--- src/rtl/game_ctrl_pkg.sv ---
// Shared types and constants for the Digger game flow controller.
package game_ctrl_pkg;

    // Screen codes as seen by the screen selector.
    typedef enum logic [2:0] {
        ST_IDLE        = 3'd0,
        ST_START       = 3'd1,
        ST_PLAY        = 3'd2,
        ST_WIN         = 3'd3,
        ST_GAME_OVER   = 3'd4,
        ST_LEVEL_INTRO = 3'd5,
        ST_PAUSED      = 3'd6
    } game_state_t;

    // Gold-bag state nibble values that matter for collisions.
    localparam logic [3:0] GOLD_FALLING = 4'd1;
    localparam logic [3:0] GOLD_BROKEN  = 4'd2;

endpackage

--- src/rtl/rise_edge_detect.sv ---
// Rising-edge detector: one-cycle pulse when a level input goes 0 -> 1.
module rise_edge_detect (
    input  logic clk,
    input  logic reset,
    input  logic in,
    output logic pulse
);

    logic r_prev;

    // Remember last cycle's level so a held key yields a single event.
    always_ff @(posedge clk or posedge reset) begin
        if (reset) r_prev <= 1'b0;
        else       r_prev <= in;
    end

    assign pulse = in & ~r_prev;

endmodule

--- src/rtl/game_flow_controller.sv ---
// Game flow controller: collision decode plus screen/level state machine.
//
// state          | meaning
// ---------------+--------------------------------------------
// IDLE           | first cycle after reset
// START          | title screen, waiting for a start key edge
// LEVEL_INTRO    | level banner, held for INTRO_FRAMES frames
// PLAY           | gameplay, collisions live
// PAUSED         | gameplay frozen until the next pause edge
// WIN            | all levels cleared, held for END_FRAMES frames
// GAME_OVER      | lives exhausted, held for END_FRAMES frames
module game_flow_controller
    import game_ctrl_pkg::*;
#(
    parameter int NUM_GOLD     = 4,
    parameter int NUM_LEVELS   = 3,
    parameter int CNT_W        = 11,
    parameter int END_FRAMES   = 1000,
    parameter int INTRO_FRAMES = 90,
    parameter int LVL_W        = 3
) (
    input  logic                  clk,
    input  logic                  reset,
    input  logic                  start_of_frame,
    input  logic                  start_btn,
    input  logic                  pause_btn,
    input  logic                  terrain_dr,
    input  logic                  empty_square_terrain,
    input  logic                  player_dr,
    input  logic                  shot_dr,
    input  logic                  alien_dr,
    input  logic                  player_awake,
    input  logic [NUM_GOLD-1:0]   gold_dr,
    input  logic [4*NUM_GOLD-1:0] gold_state,
    input  logic                  no_diamond_left,
    input  logic                  no_lives_left,
    output logic                  collision_player_terrain,
    output logic                  collision_fire,
    output logic [NUM_GOLD-1:0]   collision_gold,
    output logic [NUM_GOLD-1:0]   player_eat_gold,
    output logic                  player_died,
    output logic                  alien_died,
    output logic [2:0]            game_state,
    output logic [LVL_W-1:0]      level,
    output logic                  restart_levelN,
    output logic                  reset_scoreN
);

    localparam logic [CNT_W-1:0] INTRO_CNT = CNT_W'(INTRO_FRAMES);
    localparam logic [CNT_W-1:0] END_CNT   = CNT_W'(END_FRAMES);
    localparam logic [LVL_W-1:0] LAST_LVL  = LVL_W'(NUM_LEVELS - 1);

    game_state_t      r_state;
    logic [CNT_W-1:0] r_counter;
    logic [LVL_W-1:0] r_level;
    logic             r_restart_level_n;
    logic             r_reset_score_n;

    logic                w_start_edge;
    logic                w_pause_edge;
    logic                w_play;
    logic [NUM_GOLD-1:0] w_gold_falling_hit;

    rise_edge_detect u_start_edge (
        .clk   (clk),
        .reset (reset),
        .in    (start_btn),
        .pulse (w_start_edge)
    );

    rise_edge_detect u_pause_edge (
        .clk   (clk),
        .reset (reset),
        .in    (pause_btn),
        .pulse (w_pause_edge)
    );

    assign w_play = (r_state == ST_PLAY);

    // Per-bag decode; everything is gated so nothing collides off the play screen.
    for (genvar gi = 0; gi < NUM_GOLD; gi++) begin : g_bag
        logic [3:0] w_bag_state;
        assign w_bag_state            = gold_state[4*gi +: 4];
        assign w_gold_falling_hit[gi] = gold_dr[gi] & (w_bag_state == GOLD_FALLING);
        assign collision_gold[gi]     = w_play & gold_dr[gi] & (player_dr | alien_dr);
        assign player_eat_gold[gi]    = w_play & gold_dr[gi] & player_dr
                                        & (w_bag_state == GOLD_BROKEN);
    end

    assign collision_player_terrain = w_play & terrain_dr & player_dr;
    assign collision_fire           = w_play & shot_dr
                                      & ((terrain_dr & ~empty_square_terrain) | alien_dr);
    assign player_died              = w_play & player_dr & player_awake
                                      & (alien_dr | (|w_gold_falling_hit));
    assign alien_died               = w_play & alien_dr
                                      & (shot_dr | (|w_gold_falling_hit));

    // Screen FSM with frame counter, level register and active-low restart pulses.
    // The counter update is written first; any transition overrides it with a clear.
    always_ff @(posedge clk or posedge reset) begin
        if (reset) begin
            r_state           <= ST_IDLE;
            r_counter         <= '0;
            r_level           <= '0;
            r_restart_level_n <= 1'b0;
            r_reset_score_n   <= 1'b0;
        end else begin
            r_restart_level_n <= 1'b1;
            r_reset_score_n   <= 1'b1;

            if (start_of_frame && (r_state != ST_PAUSED) && (r_counter != {CNT_W{1'b1}}))
                r_counter <= r_counter + 1'b1;

            case (r_state)
                ST_IDLE: begin
                    r_state   <= ST_START;
                    r_counter <= '0;
                end
                ST_START: begin
                    if (w_start_edge) begin
                        r_level           <= '0;
                        r_reset_score_n   <= 1'b0;
                        r_restart_level_n <= 1'b0;
                        r_state           <= ST_LEVEL_INTRO;
                        r_counter         <= '0;
                    end
                end
                ST_LEVEL_INTRO: begin
                    if (r_counter >= INTRO_CNT) begin
                        r_state   <= ST_PLAY;
                        r_counter <= '0;
                    end
                end
                ST_PLAY: begin
                    if (no_diamond_left) begin
                        if (r_level == LAST_LVL) begin
                            r_state <= ST_WIN;
                        end else begin
                            r_level           <= r_level + 1'b1;
                            r_restart_level_n <= 1'b0;
                            r_state           <= ST_LEVEL_INTRO;
                        end
                        r_counter <= '0;
                    end else if (no_lives_left) begin
                        r_state   <= ST_GAME_OVER;
                        r_counter <= '0;
                    end else if (w_pause_edge) begin
                        r_state   <= ST_PAUSED;
                        r_counter <= '0;
                    end
                end
                ST_PAUSED: begin
                    if (w_pause_edge) begin
                        r_state   <= ST_PLAY;
                        r_counter <= '0;
                    end
                end
                ST_WIN, ST_GAME_OVER: begin
                    if (r_counter >= END_CNT) begin
                        r_state   <= ST_START;
                        r_counter <= '0;
                    end
                end
                default: begin
                    r_state   <= ST_IDLE;
                    r_counter <= '0;
                end
            endcase
        end
    end

    assign game_state     = r_state;
    assign level          = r_level;
    assign restart_levelN = r_restart_level_n;
    assign reset_scoreN   = r_reset_score_n;

endmodule
--- config.mk ---
export PLATFORM = sky130hd
export DESIGN_NAME = game_flow_controller
export DESIGN_NICKNAME = d
export VERILOG_FILES = /design/src/rtl/game_ctrl_pkg.sv /design/src/rtl/rise_edge_detect.sv /design/src/rtl/game_flow_controller.sv
export SDC_FILE = /design/constraint.sdc
export NUM_CORES = 1
export LEC_CHECK = 0
export CAP_MARGIN = 20
export CORE_ASPECT_RATIO = 0.9
export CORE_UTILIZATION = 45
export CTS_CLUSTER_SIZE = 10
export DETAILED_ROUTE_END_ITERATION = 12
export PLACE_DENSITY = 0.8
export SLEW_MARGIN = 30
export SYNTH_ARGS = -nofsm -noshare
export SYNTH_HDL_FRONTEND = slang
export SYNTH_SLANG_ARGS = --single-unit
--- constraint.sdc ---
create_clock -name clk -period 2.6 [get_ports clk]
set_clock_uncertainty 0.15 [all_clocks]
set_input_delay 0.52 -clock clk [delete_from_list [all_inputs] [get_ports clk]]
set_output_delay 0.52 -clock clk [all_outputs]
set_load 0.1 [all_outputs]
==> reports/metrics.yaml, run 1 <==
fp.dieArea_um2: 3530
p_leak_nw: 0.994
cp.buffers_inverters: 2
route.top_layer_used: "met4"
tritoncts.num_buffers: 3
number_of_different_library_cells_in_the_post_synthesis_netlist: 51
clk_transition_reported_paths_ns: 0.13
floorplan.rows: 19
yosys.cell_count.top_type: "dfrtp_1"
hold_class: "input pin to asynchronous set/reset pin"
clkSinkCount: 21
relSlewSlack_pct: 66.8
netlist_top_cells_count: "21 x dfrtp_1, 13 x nand2_1, 10 x a21oi_1"
cp_top_family: "compound AO/OA/AOI/OAI gates"
tightestPinTransition_ns: 0.498
fp.dieH_um: 56.5
post_synth_design_cell_area_um2: 1480
cp-end-kind: "output pin"
first_iter_violations: 103
worstSkewPairLatency_ns: 0.32
synth-edff-count: 0
route.detailed.vias_per_inst: 5.80
synth_area_leaders: "dfrtp_1 35%, a21oi_1 3.4%, ha_1 3.4%"
hold_viol_final: 0
finalCoreUtilization_pct: 76.0
worstPathMaxFanout: 2
required_ns: 1.93
synth_top_flop_cell: "dfrtp_1"
clock_tree_from_tritoncts: "yes"
met1_length_um: 1860
ctsHtreeMaxLevel: 1
setup_viol: 0
grt_antenna_before_repair: 0
final_max_slew_viol_count: 0
criticalPathCategory: "input pin to output pin"
total_power_mw: 1.41
cts.path.max_buffers: 2
grt_max_degree: 17
run_status: "finished clean"
ys_seq_elements: 21
p_per_area_nw_per_um2: 599
remaining_drc_errors: 0
asyncSetResetFlopFracSynth_pct: 100
max_stage_delay_ns: 0.42
grt_pass1_vias: 1403
timing.max_cap.violations: 0
wl_um: 4310
globalRouteOverflowTotal: 0
placeableCoreArea_um2: 3090
post_dp_cell_area_um2: 2240
num_io_pins: 53
grt_util_all_layers_pct: 24.3
seq_area_um2: 534
synth.yosys.seq_area_share_pct: 35.4
syn_inst: 159
crit_path_cell_trace: "clkdlybuf4s50_1 -> nor2b_1 -> a32oi_2 -> o311ai_2 -> o2111a_1 -> buf_12"
areaGrowthSynthToFinish_pct: 58.4
gp_routability_congestion: 0.785
fp.dieW_um: 62.5
post_route_cells_drive_above_1_share_pct: 29.7
cp_data_arrival_time_ns: 1.89
cts_hold_buffers: 0
place.detailed.hpwl_um: 3110
wl_met3_um: 185
rsz0062_at_grt: "true"
timing.critical_path.from_type: "input pin"
vdd.ir_drop.worst_v: 0.000395
drtAntennaViolNets: 0
wire_length_of_the_first_global_routing_pass_um: 6890
number_of_filler_instances_in_the_final_layout: 214
critical_path.slowest_cell: "clkdlybuf4s50_1"
initial_core_util_pct: 48.0
io_buffers: 52
multiInputGateArea_um2: 978
finalCriticalPeriod_ns: 2.56
drt_first_pass_iters: 7
netlist.area_leader.share_pct: 35.4
post_syn_nets: 196
dr_total_vias: 1531
achievable-frequency_mhz: 390
met2_wirelength_um: 2250
num-nets-final: 260
avgRoutedWirePerCell_um: 16.3
clockRootBuffer: "clkbuf_4"
antenna_cells_inserted: 0
netlist.top_cell.by_area: "dfrtp_1"
final_design_area_no_fill_um2: 2350
syn_avg_cell_area_um2: 9.32
final_min_period_over_clock_period_pct: 98.5
synthesis_warnings: 0
[per-layer routing]
metal  track usage (%)  vias to the layer above
li1                  -                      731
met5                 0                        -
met2              42.1                       44
met1              32.1                      753
met4              2.99                        0
met3              4.88                        3
[stage by stage]
stage / std cells / setup slack [ns] / setup TNS [ns] / hold WS [ns]
finish: 264 / 0.0384 / 0 / 0.323
global route: 264 / -0.0146 / -0.0146 / 0.346
CTS: 259 / 0.00834 / 0 / 0.329
detailed placement: 254 / -0.160 / -0.267 / 0.360
global placement: 254 / -0.0923 / -0.141 / 0.330
floorplan: 159 / -0.477 / -1.61 / 0.300
[cell usage in the layout, fill, tap and decap left out, types with 7 or more instances in the layout]
cell type / instances
nand2_1: 12
dfrtp_1: 18
a21oi_1: 10
clkdlybuf4s50_1: 26
buf_12: 12
buf_4: 22
inv_1: 7
[where the power goes]
part	internal (mW)	switching, mW
sequential	0.380	0.0748
clock	0.0577	0.109
combinational	0.306	0.479
total	0.744	0.663
[state kept, by name, indices dropped and copies added, names as in the netlist]
name / flops
r_counter: 11
game_state: 3
level: 3
reset_scoreN: 1
restart_levelN: 1
u_pause_edge.r_prev: 1
u_start_edge.r_prev: 1
[cell type report]
class	instances	area share, %
repair buffers	66	30.9
well taps	42	2.24
clock inverters	1	0.213
inverters	8	1.28
flip-flops and latches	21	22.7
multi-input cells	123	41.7
clock buffers	3	0.959
[what timing repair did]
action / in CTS / in global routing
pin swaps: 4 / 4
resized for setup: 11 / 3
setup buffers: 1 / 5
endpoints found under the hold margin: 0 / 0
endpoints found under the setup margin: 2 / 4
[kinds of logic after synthesis]
logic type	share of synthesized area (%)
flip-flops	35.4
AND/OR/NAND/NOR	31.9
AO/OA/AOI/OAI	22.4
buffers and inverters	5.23
multiplexers	1.69
adder cells (fa/ha/maj)	3.38
[final timing paths]
path,start,end,slack [ns],cells past startpoint
hold / removal,reset,level[1]$_DFFE_PP0P_,0.32,2
hold reg to reg,u_start_edge.r_prev$_DFF_PP0_,reset_scoreN$_DFF_PP0_,0.39,2
setup / recovery,gold_state[4],player_died,0.04,6
setup reg to reg,r_counter[0]$_DFF_PP0_,r_counter[4]$_DFF_PP0_,0.35,5
max in group asynchronous,reset,r_counter[1]$_DFF_PP0_,1.46,3
min in group clk,u_start_edge.r_prev$_DFF_PP0_,reset_scoreN$_DFF_PP0_,0.39,2
No activity file was read; power rests on OpenSTA's default activity.
==> run 2, diff against run 1 <==
--- a/config.mk
+++ b/config.mk
@@ -6,4 +6,5 @@
 export NUM_CORES = 1
 export LEC_CHECK = 0
+export ABC_CLOCK_PERIOD_IN_PS = 2600
 export CAP_MARGIN = 20
 export CORE_ASPECT_RATIO = 0.9
==> constraint.sdc (replaced) <==
create_clock -name clk -period 2.6 [get_ports clk]
set_clock_uncertainty 0.15 [all_clocks]
set_input_delay 0.39 -clock clk [delete_from_list [all_inputs] [get_ports clk]]
set_output_delay 0.39 -clock clk [all_outputs]
set_load 0.1 [all_outputs]
==> run 2 against run 1 <==
  * Critical path type is now flop to output pin
  * Wire length down 8.4%
  * Largest power group unchanged
  * Via count decreased by 4.6%
  * Final cell count fell by 3.0%
  * Maximum frequency up 2.4%
==> reports/metrics.yaml, run 2 (synthesis gave the netlist of run 1 again) <==
fp.dieW_um: 62.5  # unchanged
place_worst_setup_slack_ns: 0.0532  # +0.214 ns
remaining_drc_errors: 0  # unchanged
clk_transition_reported_paths_ns: 0.12  # about the same
clock_tree_from_tritoncts: "yes"
most_flop_heavy_register: "r_counter"
placeableCoreArea_um2: 3090  # unchanged
clockRootBuffer: "clkbuf_4"
setup_viol: 0  # unchanged
worstSkewPairLatency_ns: 0.31  # about the same
areaGrowthSynthToFinish_pct: 51.7
num_io_pins: 53  # unchanged
criticalPathCategory: "flop to output pin"
final_cell_mix: "32 x clkdlybuf4s50_1, 18 x dfrtp_1, 14 x buf_4"
num-nets-final: 252  # -3.1%
cts.path.max_buffers: 2  # unchanged
grt_antenna_before_repair: 0  # unchanged
share_comb_of_total_power_pct: 54.2  # -1.6 points
finalCriticalPeriod_ns: 2.50  # -0.0591 ns
dr_total_vias: 1460  # -4.6%
post_route_cells_drive_above_1_share_pct: 24.3  # -5.4 points
cp_data_arrival_time_ns: 1.96  # +0.07 ns
first_iter_violations: 87  # -16%
achievable-frequency_mhz: 400  # +2.4%
multiInputGateArea_um2: 940  # -4.0%
most_common_cell_after_layout_fill_and_taps_aside: "clkdlybuf4s50_1"
timing.max_cap.violations: 0  # unchanged
finalCoreUtilization_pct: 72.8  # -3.2 points
antenna_cells_inserted: 0  # unchanged
setup_slack_ns: 0.0975  # +0.0591 ns
cp-end-kind: "output pin"
groute.layer.met3.usage_pct: 3.86  # -1.0 points
worstReg2RegStart: "game_state[0]$_DFFE_PP0P_"
cts_hold_buffers: 0  # unchanged
hold_class: "input pin to asynchronous set/reset pin"
grt_use_met1_pct: 29.6  # -2.5 points
place.detailed.hpwl_um: 3070  # -1.3%
critPathLaunch: "game_state[2]$_DFFE_PP0P_"
relSlewSlack_pct: 68.6  # +1.8 points
grt_max_degree: 17  # unchanged
initial_core_util_pct: 48.0  # unchanged
grt_pass1_vias: 1386  # -1.2%
required_ns: 2.06  # +0.13 ns
floorplan.rows: 19  # unchanged
power_switching_share_pct: 46.8  # -0.31 points
number_of_filler_instances_in_the_final_layout: 232  # +8.4%
grt_util_all_layers_pct: 23.0  # -1.3 points
avgRoutedWirePerCell_um: 15.4  # -5.6%
fp.dieArea_um2: 3530  # unchanged
tritoncts.num_buffers: 3  # unchanged
tightestPinTransition_ns: 0.471  # -0.0270 ns
sequentialPowerShare_pct: 34.1  # +1.8 points
io_buffers: 52  # unchanged
final_min_period_over_clock_period_pct: 96.3  # -2.3 points
globalRouteOverflowTotal: 0  # unchanged
largest_register_ffs: 11  # unchanged
run_status: "finished clean"
drtAntennaViolNets: 0  # unchanged
hold_viol_final: 0  # unchanged
final_max_slew_viol_count: 0  # unchanged
cellInternalPower_mw: 0.720  # -3.2%
p_per_area_nw_per_um2: 602  # +0.50%
final_design_area_no_fill_um2: 2250  # -4.2%
p_leak_nw: 0.917  # -7.7%
fp.dieH_um: 56.5  # unchanged
ctsHtreeMaxLevel: 1  # unchanged
whs_ns: 0.199  # -0.124 ns
switching_power_mw: 0.634  # -4.4%
clkSinkCount: 21  # unchanged
wire_length_of_the_first_global_routing_pass_um: 6530  # -5.1%
route.detailed.vias_per_inst: 5.70  # -1.7%
grt_use_met2_pct: 41.6  # -0.47 points
post_dp_cell_area_um2: 2200  # -1.7%
seq_area_um2: 534  # unchanged
top_usage_layer: "met2"
clock_power_share_pct: 11.7  # -0.2 points
drt_first_pass_iters: 4  # -3
gp_routability_congestion: 0.781  # -0.61%
vdd.ir_drop.worst_v: 0.000432  # +9.3%
wl_um: 3950  # -8.4%
timing.critical_path.from_type: "flop"
rsz0062_at_grt: "false"
worstPathMaxFanout: 12  # +10
## run 2: what timing repair did
item | 4_1_cts | 5_1_grt
setup endpoints to repair | 0 | 5
gates resized for setup | 0 | 1
buffers inserted | 0 | 3
## run 2: final timing paths
check                                    endpoint  slack, ns  cells past startpoint
setup reg to reg           r_counter[9]$_DFF_PP0_       0.36                      6
min in group clk           reset_scoreN$_DFF_PP0_       0.37                      2
max in group asynchronous  r_counter[2]$_DFF_PP0_       1.59                      3
setup / recovery                collision_gold[1]        0.1                      5
hold / removal               level[1]$_DFFE_PP0P_       0.20                      2
hold reg to reg            reset_scoreN$_DFF_PP0_       0.37                      2
## run 2: power by group through the flow
stage | sequential [mW] | combinational, mW | clock [mW]
2_1_floorplan | 0.609 | 0.407 | 0
6_report | 0.461 | 0.735 | 0.158
4_1_cts | 0.465 | 0.707 | 0.164
5_1_grt | 0.470 | 0.785 | 0.179
3_5_place_dp | 0.472 | 0.704 | 0
3_3_place_gp | 0.465 | 0.683 | 0
## run 2: critical path, stage by stage, from the launching register on
cell and delay, ns:
dfrtp_4 0.57, nor3b_4 0.33, buf_4 0.20, o21a_1 0.19, and2_2 0.19, buf_12 0.17
## run 2: area by class of cell
class,instances,area share [%]
multi-input combinational,123,41.8
timing repair buffer,58,29.6
sequential,21,23.7
tap,42,2.34
inverter,8,1.33
clock buffer,3,1.00
clock inverter,1,0.222
## run 2: layer usage
| metal | vias up | routed length, um |
|---|---|---|
| met5 | - | 0 |
| met4 | 0 | 10 |
| met3 | 2 | 96 |
| met2 | 23 | 2030 |
| met1 | 725 | 1810 |
| li1 | 710 | - |
## run 2: stage by stage
| stage | cells | power [mW] | TNS [ns] |
|---|---|---|---|
| after floorplan | 159 | 1.02 | -1.01 |
| after global placement | 249 | 1.15 | 0 |
| after detailed placement | 249 | 1.18 | 0 |
| after CTS | 253 | 1.34 | 0 |
| after global routing | 256 | 1.43 | 0 |
| final | 256 | 1.35 | 0 |
==> run 3, diff against run 2 <==
ABC_AREA = 1   (was not set)
ABC_CLOCK_PERIOD_IN_PS = not set   (was 2600)
CORE_UTILIZATION = 48   (was 45)
PLACE_DENSITY = 0.81   (was 0.8)
SYNTH_HIERARCHICAL = 1   (was not set)
==> run 3 against run 2 <==
  * Sequential power rose by 21%
  * Power rose by 49%
  * Combinational power grew 70%
  * Flip-flop and latch count is the same
  * Design area up 15%
  * Non-clock buffer count is 6 lower
  * Global-route usage grew 0.95 points
  * First-iteration DRC count is 48% higher
  * Sequential share of layout area down 3.3 points
  * Critical path type unchanged
==> reports/metrics.yaml, run 3 <==
grt_pass1_vias: 1704  # +23%
worstReg2RegStart: "r_counter[1]$_DFF_PP0_"
vdd.ir_drop.worst_v: 0.000818  # +89%
synth-xor-area-share_pct: 1.46  # +1.5 points
setup_viol: 0  # unchanged
finalCriticalPeriod_ns: 2.39  # -0.117 ns
setup_tns_ns: 0  # unchanged
timing.critical_path.from_type: "flop"
clkSinkCount: 21  # unchanged
fp.dieW_um: 66.5  # +6.4%
clockRootBuffer: "clkbuf_8"
final_cell_mix: "84 x nand2_1, 47 x inv_1, 32 x clkdlybuf4s50_1"
worst_r2r_endpoint: "r_counter[0]$_DFF_PP0_"
run_status: "finished clean"
syn_avg_cell_area_um2: 6.52  # -30%
cp_data_arrival_time_ns: 1.85  # -0.11 ns
hold_class: "input pin to asynchronous set/reset pin"
yosys.cell_count.top_type: "nand2_1"
relSlewSlack_pct: 50.8  # -18 points
floorplan.rows: 20  # +1
criticalPathCategory: "flop to output pin"
final_min_period_over_clock_period_pct: 91.8  # -4.5 points
synth_top_flop_cell: "dfrtp_1"
cts.path.max_buffers: 2  # unchanged
number_of_filler_instances_in_the_final_layout: 283  # +22%
final_design_area_no_fill_um2: 2590  # +15%
tightestPinTransition_ns: 0.738  # +0.267 ns
clk_transition_reported_paths_ns: 0.07  # -0.05 ns
cts_hold_buffers: 0  # unchanged
muxShareOfSynthArea_pct: 0  # -1.7 points
clock_tree_from_tritoncts: "yes"
drt_first_pass_iters: 5  # +1
ys_seq_elements: 21  # unchanged
grt_antenna_before_repair: 0  # unchanged
first_iter_violations: 129  # +48%
post_route_cells_drive_above_1_share_pct: 23.1  # -1.2 points
num-nets-final: 367  # +46%
areaGrowthSynthToFinish_pct: 43.7
post_syn_nets: 313  # +60%
p_leak_nw: 1.33  # +45%
num_io_pins: 53  # unchanged
ctsHtreeMaxLevel: 1  # unchanged
place.detailed.hpwl_um: 3710  # +21%
fp.dieH_um: 60.1  # +6.4%
globalRouteOverflowTotal: 0  # unchanged
worst-r2r-cell-count: 10  # +4
drtAntennaViolNets: 0  # unchanged
avgRoutedWirePerCell_um: 11.8  # -24%
hold_viol_final: 0  # unchanged
asyncSetResetFlopFracSynth_pct: 100  # unchanged
postCtsResizedCells: 0  # unchanged
grt_util_all_layers_pct: 23.9  # +0.95 points
synth-edff-count: 0  # unchanged
synthesis_warnings: 6  # +6
timing.max_cap.violations: 0  # unchanged
cp-end-kind: "output pin"
dr_total_vias: 1805  # +24%
post_dp_cell_area_um2: 2540  # +15%
p_per_area_nw_per_um2: 781  # +30%
antenna_cells_inserted: 0  # unchanged
number_of_different_library_cells_in_the_post_synthesis_netlist: 26  # -49%
most_flop_heavy_register: "r_counter"
wire_length_of_the_first_global_routing_pass_um: 7330  # +12%
rsz0062_at_grt: "false"
tritoncts.num_buffers: 3  # unchanged
wl_um: 4390  # +11%
initial_core_util_pct: 51.7  # +3.8 points
grt_max_degree: 20  # +3
placeableCoreArea_um2: 3480  # +13%
synth.yosys.seq_area_share_pct: 29.2  # -6.2 points
synth_compound_area_share_pct: 3.20  # -19 points
adder_cell_area_share_of_the_yosys_netlist_pct: 2.78  # -0.59 points
worstSkewPairLatency_ns: 0.26  # -0.05 ns
largest_register_ffs: 11  # unchanged
r2r_slack_ns: 0.78  # +0.42 ns
netlist.area_leader.share_pct: 29.2  # -6.2 points
setup_slack_ns: 0.214  # +0.117 ns
io_buffers: 52  # unchanged
route.detailed.vias_per_inst: 4.84  # -15%
place_worst_setup_slack_ns: 0.335  # +0.281 ns
most_common_cell_after_layout_fill_and_taps_aside: "nand2_1"
achievable-frequency_mhz: 419  # +4.9%
post_cts.repair.setup_buffers: 0  # unchanged
post_synth_design_cell_area_um2: 1800  # +21%
required_ns: 2.06  # about the same
worstPathMaxFanout: 10  # -2
synthSimpleGateAreaFrac_pct: 50.0  # +18 points
final_max_slew_viol_count: 0  # unchanged
main_combinational_cell_family_by_area_after_synthesis: "simple AND/OR/NAND/NOR gates"
netlist.top_cell.by_area: "dfrtp_1"
netlist_top_cells_count: "84 x nand2_1, 47 x inv_1, 37 x nor2_1"
gp_routability_congestion: 0.858  # +10%
synth_area_leaders: "dfrtp_1 29%, nand2_1 18%, inv_1 9.8%"
remaining_drc_errors: 0  # unchanged
syn_inst: 276  # +74%
fp.dieArea_um2: 4000  # +13%
## run 3: cell types whose count changed after synthesis, moves of 7 or more
cell,delta
nand2_2,+7
nand2_1,+71
inv_1,+39
a21oi_1,-8
nand4_1,+11
nor2_1,+30
nand3_1,+11
## run 3: logic make-up (layout without fill, tap and decap cells)
kind of cell,Yosys count,after routing
compound gates,10,10
xor+xnor,3,3
fa+ha+maj,4,4
buf+inv,58,111
flops,21,21
simple gates,180,180
## run 3: final cells by class
| class | instances | area, um^2 | share of cell area [%] |
|---|---|---|---|
| clock inverter | 1 | 5.00 | 0.194 |
| multi-input combinational | 197 | 1120 | 43.5 |
| timing repair buffer | 52 | 621 | 24.0 |
| inverter | 55 | 210 | 8.13 |
| tap | 44 | 55.1 | 2.13 |
| sequential | 21 | 529 | 20.5 |
| clock buffer | 3 | 41.3 | 1.60 |
## run 3: critical path, cell delays in order (launching register included)
cell,delay (ns)
dfrtp_2,0.45
inv_2,0.10
nand2_2,0.09
nor2_8,0.19
nand2_1,0.34
nor2_4,0.23
buf_12,0.18
## run 3: where the power goes
| part | internal [mW] | leakage, nW | total [mW] | switching [mW] |
|---|---|---|---|---|
| combinational | 0.370 | 1.04 | 1.25 | 0.879 |
| sequential | 0.421 | 0.266 | 0.558 | 0.138 |
| clock | 0.107 | 0.0255 | 0.213 | 0.106 |
| total | 0.897 | 1.33 | 2.02 | 1.12 |
## run 3: metal layers
metal	routed length, um	track usage (%)	up-vias
li1	-	-	955
met1	2030	31.3	800
met2	2150	43.1	48
met3	199	4.39	2
met4	6	0.912	0
met5	0	0	-
## run 3: worst max-delay path by stage
stage | startpoint | end | slack [ns] | cells past startpoint
global placement | alien_dr | collision_gold[0] | 0.36 | 4
finish | game_state[0]$_DFFE_PP0P_ | player_eat_gold[0] | 0.21 | 6
global route | game_state[0]$_DFFE_PP0P_ | player_eat_gold[3] | 0.14 | 6
detailed placement | alien_dr | collision_gold[0] | 0.33 | 4
CTS | game_state[0]$_DFFE_PP0P_ | player_eat_gold[0] | 0.20 | 6
floorplan | game_state[1]$_DFFE_PP0P_ | collision_gold[2] | 0.06 | 4
## run 3: metrics by stage
step,utilization (%),power [mW],hold WS [ns],std cells
6_report,74.4,2.02,0.165,373
5_1_grt,74.4,2.17,0.183,373
4_1_cts,74.4,2.03,0.161,373
3_5_place_dp,73.0,1.81,0.387,369
3_3_place_gp,73.0,1.79,0.381,369
2_1_floorplan,-,1.53,-0.0313,276
